==> config.mk <==
export PLATFORM = sky130hd
export DESIGN_NAME = clk_div_multi
export DESIGN_NICKNAME = d
export VERILOG_FILES = /design/src/rtl/clk_div_multi.sv
export SDC_FILE = /design/constraint.sdc
export NUM_CORES = 1
export LEC_CHECK = 0
export ABC_AREA = 1
export CORE_MARGIN = 4
export CORE_UTILIZATION = 63
export DETAILED_ROUTE_END_ITERATION = 8
export GPL_ROUTABILITY_DRIVEN = 0
export PLACE_DENSITY = 0.81
export SYNTH_ARGS = -nofsm -noshare
export SYNTH_HDL_FRONTEND = slang
export SYNTH_SLANG_ARGS = --single-unit
==> constraint.sdc <==
create_clock -name Clk_xi -period 2.25 [get_ports Clk_xi]
set_input_delay 0.3375 -clock Clk_xi [delete_from_list [all_inputs] [get_ports Clk_xi]]
set_output_delay 0.3375 -clock Clk_xi [all_outputs]
set_load 0.005 [all_outputs]
==> src/rtl/clk_div_multi.sv <==
// Multi-channel programmable clock divider: each channel toggles Clk_xo every Div_cur+1 enabled cycles.
// Divisor updates are staged and take effect only at a half-period boundary, or at once on Sync_xi.
module clk_div_multi #(
  parameter int NUM_CH      = 4,
  parameter int CNT_W       = 32,
  parameter int CH_W        = 2,
  parameter int DEFAULT_DIV = 500000
) (
  input  logic              Clk_xi,
  input  logic              Rst_n,
  input  logic [NUM_CH-1:0] En_xi,
  input  logic [CNT_W-1:0]  Div_xi,
  input  logic [CH_W-1:0]   Div_ch_xi,
  input  logic              Div_wr_xi,
  output logic              Div_ack_xo,
  input  logic              Sync_xi,
  output logic [NUM_CH-1:0] Clk_xo,
  output logic [NUM_CH-1:0] Tick_xo
);

  logic wr_vld;

  // Writes addressed beyond the last channel are dropped and never acknowledged.
  assign wr_vld = Div_wr_xi && (int'(Div_ch_xi) < NUM_CH);

  always_ff @(posedge Clk_xi or negedge Rst_n) begin
    if (!Rst_n) begin
      Div_ack_xo <= 1'b0;
    end else begin
      Div_ack_xo <= wr_vld;
    end
  end

  for (genvar g = 0; g < NUM_CH; g++) begin : g_ch
    logic [CNT_W-1:0] div_cur;
    logic [CNT_W-1:0] div_pend;
    logic [CNT_W-1:0] cnt;
    logic             pend_vld;
    logic             clk_q;
    logic             tick_q;
    logic             wr_hit;
    logic             term;

    assign wr_hit = wr_vld && (Div_ch_xi == CH_W'(g));
    assign term   = (cnt == div_cur);

    always_ff @(posedge Clk_xi or negedge Rst_n) begin
      if (!Rst_n) begin
        div_cur  <= CNT_W'(DEFAULT_DIV);
        div_pend <= '0;
        pend_vld <= 1'b0;
        cnt      <= '0;
        clk_q    <= 1'b0;
        tick_q   <= 1'b0;
      end else if (Sync_xi) begin
        cnt    <= '0;
        clk_q  <= 1'b0;
        tick_q <= 1'b0;
        // A write arriving with the sync is newer than anything already pending.
        if (wr_hit) begin
          div_cur  <= Div_xi;
          pend_vld <= 1'b0;
        end else if (pend_vld) begin
          div_cur  <= div_pend;
          pend_vld <= 1'b0;
        end
      end else begin
        if (En_xi[g]) begin
          if (term) begin
            cnt    <= '0;
            clk_q  <= ~clk_q;
            tick_q <= 1'b1;
            if (pend_vld) begin
              div_cur  <= div_pend;
              pend_vld <= 1'b0;
            end
          end else begin
            cnt    <= cnt + CNT_W'(1);
            tick_q <= 1'b0;
          end
        end else begin
          tick_q <= 1'b0;
        end
        // Placed last so a write coinciding with a terminal stays pending for the next one.
        if (wr_hit) begin
          div_pend <= Div_xi;
          pend_vld <= 1'b1;
        end
      end
    end

    assign Clk_xo[g]  = clk_q;
    assign Tick_xo[g] = tick_q;
  end

endmodule
==> metrics.txt <==
startpoint types=flop; WL final=69.91 mm; Worst Setup Path Type=reg -> reg; CP max stage delay=approximately 580 ps; CTS Buf Count=43; first-pass GRT wire length=111.7 mm; Synth Cell Area=23,270 µm²; fill count=2,912; kind of cell adding the most delay to the critical path=simple AND/OR/NAND/NOR gates; Cell Pwr Density=~800 nW/µm²; Core Area=36,520 µm²; area grow syn2layout=10.97%; cell row count=70; cell taking the most area after synthesis=dfrtp_1; TritonRoute pass-1 iters=6; clock root buffer=clkbuf_16; min-delay worst type=in -> reg; LEAKAGE=12.74 nW; Hold Vio Cnt, Final=0; RSZ-0062 raised after global routing=false; Die H=200.2 µm; crit path cell chain=xnor2_1 -> nand2_1 -> nor2_1 -> nand2_1 -> nor2_1 -> nand2_2 -> nand2_4 -> nand2_4 -> nand2_1 -> nand2_1; reg-to-reg endpoint=g_ch[3].div_cur[22]; vias=between 20,000 and 25,000; Sw Pwr=0.006428 W; Port Buffers=50; Routed Antenna Nets=0; Slowest cell on crit path=dfstp_2; Core Util, Final=0.7071; post-synthesis sequential area ratio=0.4284; Max Cap Viol=0; Starting Density=0.6372; largest net degree at the start of global routing=85; I/O pin total=51; Clk pwr share=0.355; post-layout min period=between 2000 and 2500 ps; CTS tree=done; Reg clk slew, reported paths=around 60 ps; Die W=200.2 µm; area share of the largest cell type after synthesis=0.3968; Netlist cell types=39; Hold WS=between 200 and 300 ps; internal power=0.01429 W; share of cells above drive strength 1=0.06598; peak supply drop=0.0006225 V; switching share of power=0.3102; Setup Buffers After CTS=0; Worst Path Required=roughly 2700 ps; Mapped Cells=3,283; Post-synth EDFFs=0; Bufs and invs on worst path=0; clk_lat worst skew=580 ps; CTS Sinks=397; wire per inst=~18 µm; actual slew at the worst max-slew pin=a little over 900 ps; initial antenna violation count=1; Peak Freq=between 400 and 500 MHz; ys flop type=dfrtp_1; vias in the first global route=21,610; post-synthesis async set-or-reset flop share=1.000; Rel. slew slack=0.3770; status=complete, no violations; nets@finish=3,331; setup TNS=0 ps; worst r2r src=g_ch[3].div_cur[8]; slack of the worst reg-to-reg path=170 ps; register share of total power=0.445; hold path depth=1; critical path fanouts, max=34; Initial DRC Count=2,217; hold path endpoint=Div_ack_xo; worst hold path startpoint=Div_wr_xi; pins over their slew limit=0; skew final=between 15 and 20 ps; cells on worst reg2reg path=10; crit share post-route=0.9223; YS warnings=0; die area=around 40,000 µm²; syn avg cell area=7.089 µm²; #FFs+latches synth=between 300 and 400; grt ovf=0; vias per inst=5.906; Top cell by count, worst path=nand2_1; Worst EP arrival=2540 ps; Area contributors post-synth=dfrtp_1 40%, nand2_1 18%, nand3_1 6.9%; H-tree levels=2; global-route usage over all layers=0.3399; Max clock buf depth=3; DPL Wire Length=around 48 mm; DRC=0; Logic pwr share=0.200; Worst setup EP type=flop; Synth Net Count=3,329; final setup vio count=0
-- final cells by class --
class	instances	area, µm²	area share
diodes	3	7.507	0.0002907
clock buffers	67	1309	0.05068
clock inverters	12	135.1	0.005233
inverters	369	1385	0.05363
multi-input cells	2352	11070	0.4287
flip-flops and latches	397	9970	0.3860
well taps	468	585.6	0.02267
repair buffers	122	1361	0.05271
-- timing repair --
| action | CTS | global route |
|---|---|---|
| endpoints found under the hold margin | 37 | 0 |
| gates resized for setup | 0 | 2 |
| hold buffers | 1 | 0 |
| setup endpoints to repair | 0 | 34 |
-- metrics by stage --
| stage | area, µm² | total power [W] | setup WS, ps | instances |
|---|---|---|---|---|
| 2_1_floorplan | 23270 | 0.01200 | 622.0 | 3283 |
| 3_3_place_gp | 24350 | 0.01314 | 113.9 | 3707 |
| 3_5_place_dp | 24350 | 0.01336 | 96.04 | 3707 |
| 4_1_cts | 25800 | 0.02071 | 108.7 | 3787 |
| 5_1_grt | 25820 | 0.02178 | 14.45 | 3789 |
| 6_report | 25820 | 0.02072 | 174.9 | 3790 |
-- power groups by stage --
stage	registers, W	clock network, W	logic, W
after floorplan	0.00898	0	0.00302
after detailed placement	0.00929	0	0.00406
after global routing	0.00932	0.00771	0.00475
after global placement	0.00926	0	0.00388
after CTS	0.00919	0.00739	0.00413
final	0.00922	0.00735	0.00415
-- routing by layer --
metal | global-route usage | vias to the layer above | wire length, µm
met1 | 0.4329 | 10570 | 26630
met4 | 0.1687 | 0 | 3811
li1 | - | 10440 | -
met5 | 0 | - | 0
met3 | 0.09276 | 242 | 7602
met2 | 0.5401 | 1131 | 31870
-- worst register-to-register path, stage by stage, from the launching register on --
cell	delay [ps]
dfstp_2	580
xnor2_1	130
nand2_1	60
nor2_1	130
nand2_1	70
nor2_1	200
nand2_2	120
nand2_4	200
nand2_4	260
nand2_1	160
nand2_1	60
-- registers in the layout (all words and copies together), names as in the netlist --
register,cells
g_ch.div_cur,128
g_ch.cnt,128
g_ch.tick_q,4
g_ch.pend_vld,4
Div_ack_xo,1
g_ch.div_pend,128
g_ch.clk_q,4
-- synth_stat cells, types with 27 or more instances --
cell type and n:
o21ai_0 298, dfstp_2 28, xnor2_1 98, nand4_1 38, a21oi_1 54, o22ai_1 33
nor3_1 49, nand3_1 323, inv_1 360, nand2_1 1146, clkbuf_1 82, dfrtp_1 369
o211ai_1 43, buf_2 27, xor2_1 45, nor2_1 170
-- cell families after synthesis --
kind of cell             Yosys count  share of synthesized area
XOR/XNOR                         143                    0.05382
flip-flops                       397                     0.4284
adder cells (fa/ha/maj)            4                   0.002151
buffers and inverters            534                    0.09726
AO/OA/AOI/OAI                    448                     0.1048
AND/OR/NAND/NOR                 1757                     0.3136
-- cell usage in the layout (no fill, tap or decap), drive strengths merged, types with 28 or more instances in the layout --
cell and n:
xor2 45, o22ai 33, nand3 324, inv 368, dfrtp 369, nand2 1158, clkbuf 67, dfstp 28
o21ai 305, buf 72, o211ai 43, nand4 38, a21oi 64, nor2 182, clkdlybuf4s50 49, xnor2 98
nor3 50
-- how the worst max path moves through the flow --
stage                              from             endpoint  slack, ps  depth (start not counted)
finish               g_ch[3].div_cur[8]  g_ch[3].div_cur[22]        170                         10
global route             g_ch[3].cnt[5]   g_ch[3].div_cur[1]         10                         12
CTS                 g_ch[1].div_cur[16]   g_ch[1].div_cur[6]        110                         10
detailed placement              Sync_xi  g_ch[2].div_cur[22]        100                          7
global placement                Sync_xi  g_ch[2].div_cur[23]        110                          7
floorplan           g_ch[1].div_cur[16]  g_ch[1].div_cur[20]        620                         11
Note: power is estimated with default switching activity, not from simulation.
